--- src/rtl/video_timing_pkg.sv ---
// -----------------------------------------------------------------------------
// video_timing_pkg
// Shared types and elaboration-time helpers for the video timing generator.
//   timing_t        : aligned timing bundle {hb, vb, hs, vs, ls, fs}, all
//                     active-high (sync polarity is applied at the outputs).
//   TIMING_IDLE     : blank/inactive value used for reset of the delay line.
//   span_total()    : active + porches + sync, i.e. H_TOTAL / V_TOTAL.
//   sync_lo/hi()    : clamp bounds for the sync start position.
//   clamp_sync_start: nominal sync start plus a signed 4-bit shift, clamped.
// -----------------------------------------------------------------------------
package video_timing_pkg;

    typedef struct packed {
        logic hb;   // horizontal blank
        logic vb;   // vertical blank
        logic hs;   // horizontal sync, active-high
        logic vs;   // vertical sync, active-high
        logic ls;   // first pixel of a line
        logic fs;   // first pixel of a frame
    } timing_t;

    localparam int TIMING_W = $bits(timing_t);

    localparam timing_t TIMING_IDLE = '{hb: 1'b1, vb: 1'b1, hs: 1'b0,
                                        vs: 1'b0, ls: 1'b0, fs: 1'b0};

    function automatic int span_total(input int active, input int fp,
                                      input int sync, input int bp);
        return active + fp + sync + bp;
    endfunction

    // Sync may not start inside the active region.
    function automatic int sync_lo(input int active);
        return active;
    endfunction

    // Sync must end no later than the last count of the line/frame.
    function automatic int sync_hi(input int total, input int sync);
        return total - sync;
    endfunction

    function automatic int clamp_sync_start(input int nominal,
                                            input logic signed [3:0] ofs,
                                            input int lo, input int hi);
        int s;
        s = nominal + int'(ofs);
        if (s < lo) s = lo;
        if (s > hi) s = hi;
        return s;
    endfunction

endpackage

--- src/rtl/timing_delay_line.sv ---
// -----------------------------------------------------------------------------
// timing_delay_line
// DEPTH-stage shift register of timing_t words, advanced only on ce. Lines up
// the decoded raster timing with the game core's pixel pipeline.
// Ports:
//   clk_sys    in   system clock
//   reset_n    in   asynchronous active-low reset (all stages -> TIMING_IDLE)
//   ce         in   shift enable (pixel clock enable)
//   din        in   raw timing word for the pixel currently presented
//   tail_q     out  registered last stage (aligned timing)
//   tail_blank out  blank flag of the word being shifted into the last stage,
//                   so the pixel register can mask on the same ce
// -----------------------------------------------------------------------------
module timing_delay_line
    import video_timing_pkg::*;
#(
    parameter int DEPTH = 1
) (
    input  logic                clk_sys,
    input  logic                reset_n,
    input  logic                ce,
    input  logic [TIMING_W-1:0] din,
    output logic [TIMING_W-1:0] tail_q,
    output logic                tail_blank
);

    logic [TIMING_W-1:0] stage_q [DEPTH];
    timing_t             pre_tail;

    // NOTE: this is a handful of flops, not a RAM, so every stage is reset;
    // otherwise the first PIX_LAT ticks after reset would show stale sync.
    // NOTE: sequential state uses non-blocking assignments so each stage
    // samples its neighbour's pre-edge value and the chain shifts by one.
    always_ff @(posedge clk_sys or negedge reset_n) begin
        if (!reset_n) begin
            for (int i = 0; i < DEPTH; i++) stage_q[i] <= TIMING_IDLE;
        end else if (ce) begin
            stage_q[0] <= din;
            for (int i = 1; i < DEPTH; i++) stage_q[i] <= stage_q[i-1];
        end
    end

    if (DEPTH == 1) begin : g_single
        assign pre_tail = timing_t'(din);
    end else begin : g_multi
        assign pre_tail = timing_t'(stage_q[DEPTH-2]);
    end

    assign tail_q     = stage_q[DEPTH-1];
    assign tail_blank = pre_tail.hb | pre_tail.vb;

endmodule

--- src/rtl/video_timing_gen.sv ---
// -----------------------------------------------------------------------------
// video_timing_gen
// Parametrised raster counter for one arcade core in the clk_sys domain.
// Exports hpos/vpos to the game core, delays the decoded blank/sync by PIX_LAT
// pixel ticks so they line up with rgb_in, and drives blank-masked RGB, DE and
// line/frame strobes to the video chain.
// Optional feature macro: VIDEO_TIMING_GEN_OFFSET_EN
//   defined   : h_ofs / v_ofs (signed) shift the sync start, sampled once per
//               frame at hcnt == 0 && vcnt == 0 and clamped to the porch area.
//   undefined : h_ofs / v_ofs are ignored and no offset registers exist.
// Ports:
//   clk_sys     in   system clock
//   reset_n     in   asynchronous active-low reset
//   ce_pix      in   pixel clock enable, one clk_sys cycle wide
//   h_ofs/v_ofs in   signed 4-bit sync shifts
//   rgb_in      in   pixel from the game core, valid PIX_LAT ticks after hpos
//   hpos/vpos   out  current counters (combinational)
//   rgb_out     out  pixel, forced to 0 while the aligned blank is set
//   hblank/vblank/hsync/vsync/de  out  aligned timing
//   line_start/frame_start        out  one-clk_sys strobes on the first
//                                      aligned pixel of a line / frame
// -----------------------------------------------------------------------------
module video_timing_gen
    import video_timing_pkg::*;
#(
    parameter int CW       = 9,
    parameter int RGB_W    = 12,
    parameter int H_ACTIVE = 288,
    parameter int H_FP     = 23,
    parameter int H_SYNC   = 31,
    parameter int H_BP     = 42,
    parameter int V_ACTIVE = 224,
    parameter int V_FP     = 3,
    parameter int V_SYNC   = 7,
    parameter int V_BP     = 29,
    parameter int PIX_LAT  = 1,
    parameter int HS_POL   = 0,
    parameter int VS_POL   = 0
) (
    input  logic             clk_sys,
    input  logic             reset_n,
    input  logic             ce_pix,
    input  logic [3:0]       h_ofs,
    input  logic [3:0]       v_ofs,
    input  logic [RGB_W-1:0] rgb_in,
    output logic [CW-1:0]    hpos,
    output logic [CW-1:0]    vpos,
    output logic [RGB_W-1:0] rgb_out,
    output logic             hblank,
    output logic             vblank,
    output logic             hsync,
    output logic             vsync,
    output logic             de,
    output logic             line_start,
    output logic             frame_start
);

    localparam int H_TOTAL = span_total(H_ACTIVE, H_FP, H_SYNC, H_BP);
    localparam int V_TOTAL = span_total(V_ACTIVE, V_FP, V_SYNC, V_BP);
    localparam int HS0_NOM = H_ACTIVE + H_FP;
    localparam int VS0_NOM = V_ACTIVE + V_FP;
    localparam int HS0_MIN = sync_lo(H_ACTIVE);
    localparam int HS0_MAX = sync_hi(H_TOTAL, H_SYNC);
    localparam int VS0_MIN = sync_lo(V_ACTIVE);
    localparam int VS0_MAX = sync_hi(V_TOTAL, V_SYNC);

    if (H_TOTAL > (1 << CW) || V_TOTAL > (1 << CW)) begin : g_bad_total
        $error("video_timing_gen: H_TOTAL/V_TOTAL do not fit in CW bits");
    end
    if (PIX_LAT < 1 || PIX_LAT > 8) begin : g_bad_lat
        $error("video_timing_gen: PIX_LAT must be 1..8");
    end

    // All position arithmetic is done one bit wider than the counters so that
    // sync_start + sync_width never wraps.
    localparam logic [CW-1:0] H_LAST  = CW'(H_TOTAL - 1);
    localparam logic [CW-1:0] V_LAST  = CW'(V_TOTAL - 1);
    localparam logic [CW:0]   HA_X    = (CW+1)'(H_ACTIVE);
    localparam logic [CW:0]   VA_X    = (CW+1)'(V_ACTIVE);
    localparam logic [CW:0]   HSW_X   = (CW+1)'(H_SYNC);
    localparam logic [CW:0]   VSW_X   = (CW+1)'(V_SYNC);

    logic [CW-1:0]       hcnt, vcnt;
    logic [CW:0]         hc_x, vc_x;
    logic [CW:0]         hs0, vs0;
    timing_t             raw;
    timing_t             aligned;
    logic [TIMING_W-1:0] tail_vec;
    logic                tail_blank;
    logic                ce_d;
    logic                frame_origin;

    // ---------------------------------------------------------------- counters
    always_ff @(posedge clk_sys or negedge reset_n) begin
        if (!reset_n) begin
            hcnt <= '0;
            vcnt <= '0;
        end else if (ce_pix) begin
            if (hcnt == H_LAST) begin
                hcnt <= '0;
                vcnt <= (vcnt == V_LAST) ? '0 : vcnt + 1'b1;
            end else begin
                hcnt <= hcnt + 1'b1;
            end
        end
    end

    assign hpos         = hcnt;
    assign vpos         = vcnt;
    assign hc_x         = {1'b0, hcnt};
    assign vc_x         = {1'b0, vcnt};
    assign frame_origin = (hcnt == '0) && (vcnt == '0);

    // ------------------------------------------------------------ sync start
`ifdef VIDEO_TIMING_GEN_OFFSET_EN
    // The shifted sync start is captured only at the frame origin so that a
    // change on h_ofs/v_ofs never splits a frame between two positions.
    always_ff @(posedge clk_sys or negedge reset_n) begin
        if (!reset_n) begin
            hs0 <= (CW+1)'(HS0_NOM);
            vs0 <= (CW+1)'(VS0_NOM);
        end else if (ce_pix && frame_origin) begin
            hs0 <= (CW+1)'(clamp_sync_start(HS0_NOM, h_ofs, HS0_MIN, HS0_MAX));
            vs0 <= (CW+1)'(clamp_sync_start(VS0_NOM, v_ofs, VS0_MIN, VS0_MAX));
        end
    end
`else
    logic unused_ofs;

    assign hs0        = (CW+1)'(HS0_NOM);
    assign vs0        = (CW+1)'(VS0_NOM);
    assign unused_ofs = ^{h_ofs, v_ofs};
`endif

    // ------------------------------------------------------------ raw decode
    // vs depends on vcnt only, and vcnt changes only on the hcnt wrap, so
    // vertical sync edges always fall on hcnt == 0.
    // NOTE: every combinational output gets a default first, so no path can
    // leave it unassigned and infer a latch.
    always_comb begin
        raw    = TIMING_IDLE;
        raw.hb = (hc_x >= HA_X);
        raw.vb = (vc_x >= VA_X);
        raw.hs = (hc_x >= hs0) && (hc_x < hs0 + HSW_X);
        raw.vs = (vc_x >= vs0) && (vc_x < vs0 + VSW_X);
        raw.ls = (hcnt == '0);
        raw.fs = frame_origin;
    end

    // ------------------------------------------------------------- alignment
    timing_delay_line #(
        .DEPTH (PIX_LAT)
    ) u_delay (
        .clk_sys    (clk_sys),
        .reset_n    (reset_n),
        .ce         (ce_pix),
        .din        (raw),
        .tail_q     (tail_vec),
        .tail_blank (tail_blank)
    );

    assign aligned = timing_t'(tail_vec);

    // rgb_in is sampled on the same ce that loads the aligned word, so the
    // mask uses the word entering the tail rather than the current tail.
    always_ff @(posedge clk_sys or negedge reset_n) begin
        if (!reset_n) begin
            rgb_out <= '0;
        end else if (ce_pix) begin
            rgb_out <= tail_blank ? '0 : rgb_in;
        end
    end

    // ce_d marks the single clk_sys cycle after a pixel tick; qualifying the
    // aligned ls/fs with it turns them into one-cycle strobes even when
    // ce_pix is held high.
    always_ff @(posedge clk_sys or negedge reset_n) begin
        if (!reset_n) begin
            ce_d <= 1'b0;
        end else begin
            ce_d <= ce_pix;
        end
    end

    assign hblank      = aligned.hb;
    assign vblank      = aligned.vb;
    assign hsync       = (HS_POL != 0) ? aligned.hs : ~aligned.hs;
    assign vsync       = (VS_POL != 0) ? aligned.vs : ~aligned.vs;
    assign de          = ~(aligned.hb | aligned.vb);
    assign line_start  = aligned.ls & ce_d;
    assign frame_start = aligned.fs & ce_d;

endmodule

--- config.mk ---
export PLATFORM = sky130hd
export DESIGN_NAME = video_timing_gen
export DESIGN_NICKNAME = d
export VERILOG_FILES = /design/src/rtl/video_timing_pkg.sv /design/src/rtl/timing_delay_line.sv /design/src/rtl/video_timing_gen.sv
export SDC_FILE = /design/constraint.sdc
export NUM_CORES = 1
export LEC_CHECK = 0
export BUFFER_PORTS_ARGS = -buffer_cell sky130_fd_sc_hd__buf_4
export CORE_MARGIN = 2
export CORE_UTILIZATION = 46
export CTS_BUF_LIST = sky130_fd_sc_hd__clkbuf_16
export CTS_CLUSTER_SIZE = 8
export DETAILED_ROUTE_END_ITERATION = 10
export GPL_TIMING_DRIVEN = 1
export PLACE_DENSITY = 0.78
export SYNTH_ARGS = -nofsm -noshare
export SYNTH_HDL_FRONTEND = slang
export SYNTH_HIERARCHICAL = 1
export SYNTH_SLANG_ARGS = --single-unit
--- constraint.sdc ---
create_clock -name clk_sys -period 1.6 [get_ports clk_sys]
set_input_delay 0.08 -clock clk_sys [delete_from_list [all_inputs] [get_ports clk_sys]]
set_output_delay 0.08 -clock clk_sys [all_outputs]
set_load 0.01 [all_outputs]
* Word level (Yosys, flattened, before mapping) *
Cells that the tools add are included.

word-level totals
  bits of input ports = 23
  bits in latches = 0
  bits in writable memories = 0
  bits in read-only memories = 0
  register bits = 37
  memories kept = 0
  output and inout port bits = 37

cells by class
  shift-type cells = 0
  $add $sub $neg = 2
  mux-type cells = 3
  eq/ne operators = 2
  divide/modulo/power cells = 0
  bitwise logic cells = 7
  magnitude comparators = 6
  reductions and logical operators = 6
  $mul = 0

operator list
  cell                   count
  $add A9 B1 Y9 const B  2
  $eq A9 B9 Y1 const B   2
  $ge A9 B8 Y1 const B   2
  $ge A9 B9 Y1 const B   2
  $logic_not A9 Y1       2
  $mux W9                2
  $mux W12               1
  $lt A9 B8 Y1 const B   1
  $lt A9 B9 Y1 const B   1
  $logic_and A1 B1 Y1    3
  $not A1 Y1             3
  $and A1 B1 Y1          2
  $or A1 B1 Y1           2
  $reduce_and A2 Y1      1

* Longest topological paths before layout *
  word-level depth = 3
  mapped depth = 6
  gate-level depth less buffers = 6

* By module *
The synthesis kept the hierarchy.

modules (own cells, without submodules)
  module             area an instance (um2)  times used  cells each
  video_timing_gen   1,642.8                 1           174
  timing_delay_line  260.2                   1           14

* Least setup slack after synthesis *
OpenSTA, ideal clock, no wires.

  path type = reg2reg
  from = register hcnt[5], in the netlist hpos[5]
  to = register rgb_out[10]
  buffers on the path = 1
  arrival = 1.667 ns
  library setup time = 0.083 ns
  cell stages (with the launch flop) = 7
  setup slack = -0.150 ns
  period minus slack after synthesis = 1.750 ns
  cell sequence = dfrtp_1 > or3_1 > and2_1 > or2_2 > clkbuf_1 > nand3b_1 > o21ai_0

RTL lines
  item                    RTL line                 text
  from (decl)             video_timing_gen.sv:83   logic [CW-1:0] hcnt, vcnt;
  from (signal assigned)  video_timing_gen.sv:103  hcnt <= hcnt + 1'b1;
  to (signal assigned)    video_timing_gen.sv:170  rgb_out <= tail_blank ? '0 : rgb_in;
  to (decl)               video_timing_gen.sv:48   output logic [RGB_W-1:0] rgb_out,

==> metrics.cfg <==
[logic_synthesis]
yosysWarningCount = 6
syn_area_mm2 = 0.00190
syn_area_per_cell_um2 = 10.1
yosysTopAreaCell = dfrtp_1
ys_ff_latch = 37
synth_flop_cell = dfrtp_1
synthArstFlopShare_pct = 100
synth_cell_types = 37
syn_inst = 188
synth.area.top_cells = dfrtp_1, o21ai_0, nand3b_1
synth.top_cell.area_share_pct = 46.0
seq_area_frac_synth_pct = 48.8
syn-num-nets = 216
synth-edff-count = 0

[cts]
clk_pin_slew_ns = 0.06
cts_inserted_buffers = 5
clockRootBuffer = clkbuf_16
cts_tree = done
clk_path_buf_depth = 2
cts.sinks = 37
clk_latency_ns = 0.28
htreeDepth = 2

[worst_setup_path]
cp_data_arrival_time_ns = 1.88
required_ns = 1.82
timing.critical_path.to_type = flip-flop
rr_startpoint = hpos[1]
cp_max_fo = 3
start_kind = flip-flop
path_class = reg2reg
cp-startpoint = hpos[1]

[sta]
fin_crit_sh_pct = 104
max_freq_mhz = 600
setup_violations = 2
finalWorstSetupSlack_ns = -0.0675
slew_headroom_pct = 69.0
hold_viol_final = 0
hold_ws_ns = 0.0387
tightest_slew_ns = 0.465
drv_slew = 0
min_period_ns = 1.67
rsz0062_at_grt = yes
final.setup.tns_ns = -0.0781
finalClockSkew_ns = 0.00414

[job]
drv_cap = 0

[placement]
place_ws_ns = -0.0398
io_buffer_count = 51
gp_congestion = 0.797
hpwl_um = 3290

[global_route]
antenna_found_initial = 0
grt_pass1_wl_um = 7560
grtUsageTotal_pct = 21.8
grt_overflow_total = 0
grt_max_degree = 38
first_global_vias = 1626

[cells_and_area]
fin_nets = 295
area_delta_synth_final_pct = 43.5
final_common_cell = buf_4
drive_gt1_share_pct = 44.4
layout_common_cells = buf_4, dfrtp_1, inv_1
diodes = 0

[die]
fp.dieH_um = 68.3
placementRows = 23
ioPinCount = 60
coreArea_mm2 = 0.00400
die_area_mm2 = 0.00467
die_width_um = 68.3
initial_utilization_pct = 47.6

[detailed_routing]
antenna_left = 0
drt_iter0_markers = 124
drt-total-wl_um = 4650
firstDrtPassIters = 4
vias_per_cell = 5.22
drc = 0
routedWlPerCell_um = 14.6
vias = 1661

[worst_hold_path]
hold_class = in2reg
hp-start = rgb_in[6]

[pwr]
ir_worst_vdd_uv = 697
p_per_area_mw_per_mm2 = 997
p_leak_uw = 0.00132

[status]
outcome = complete, but fails checks
violations = negative setup slack

[Yosys cell counts, types with 2 or more instances]
cell,count
nor2_1,5
nand3b_1,13
dfstp_2,2
dfrtp_1,35
inv_1,22
buf_6,2
and2_1,3
nor4_1,2
mux2_4,6
or3_1,4
nor3_1,4
clkbuf_1,4
o21ai_0,21
and3_1,2
xor2_1,3
o311ai_0,2
buf_2,3
a21oi_1,12
nand2_1,8
or4b_2,2
nand3_1,6
xnor2_1,4
nand4_1,5
ha_1,5
[routing by layer]
layer,vias to the layer above,wire length (um),global-route usage (%)
met5,-,0,0
met4,0,95,7.75
met3,11,175,4.11
met2,43,2250,36.3
met1,801,2130,28.3
li1,806,-,-
[worst paths after layout]
| check | end | cells after the start | slack, ns |
|---|---|---|---|
| worst min register to register | u_delay/tail_q[2] | 1 | 0.51 |
| min in group asynchronous | rgb_out[10] | 2 | 0.30 |
| worst max register to register | u_delay/tail_q[0] | 6 | -0.07 |
| worst max-delay path | u_delay/tail_q[0] | 6 | -0.07 |
| max in group asynchronous | hpos[5] | 2 | 0.94 |
| worst min-delay path | rgb_out[6] | 3 | 0.04 |
[power breakdown]
| part | internal [uW] | switching [uW] |
|---|---|---|
| logic | 362 | 343 |
| clock network | 564 | 350 |
| registers | 1010 | 91.1 |
| total | 1940 | 784 |
[critical path: stages, from the launching register on]
cell and delay [ns]:
dfrtp_2 0.44, inv_2 0.09, ha_4 0.12, or4b_4 0.46
nor3_4 0.19, and3_1 0.17, mux2_4 0.13
[cell type report]
cell class,count,area [um2]
clock buffer,5,125
clock inverter,3,13.8
fill,328,1270
inverter,22,82.6
multi-input combinational,120,903
sequential,37,933
tap,50,62.6
timing repair buffer,81,611
[per-stage QoR]
stage	cells	area [um2]	total power (uW)	utilization [%]
global route	318	2730	2830	68.3
floorplan	188	1950	1450	-
detailed placement	302	2500	1750	62.6
finish	318	2730	2720	68.3
global placement	302	2500	1720	62.6
CTS	313	2670	2680	66.8
[what timing repair did]
action / in CTS / in global routing
hold buffers: 1 / 0
pin swaps: 4 / 6
setup endpoints to repair: 5 / 18
resized for setup: 2 / 4
gates cloned: 1 / 0
hold endpoints to repair: 35 / 0
setup buffers: 1 / 5
[flip-flops by register name (all words and copies together) (netlist names)]
name and cells:
ce_d 1, hpos 9, rgb_out 12, u_delay/tail_q 6
vpos 9
[cell families (layout without fill, tap and decap cells)]
group                      count (synthesis)  after routing  synth area share [%]
and+or+nand+nor                           62             63                  21.0
AOI/OAI and AO/OA                         38             38                  10.8
DFF                                       37             37                  48.8
buffers and inverters                     32            111                  7.49
xor gates and xnor gates                   7              7                  3.22
muxes                                      7              7                  5.33
adders and majority gates                  5              5                  3.29
No activity file was read; power rests on OpenSTA's default activity.
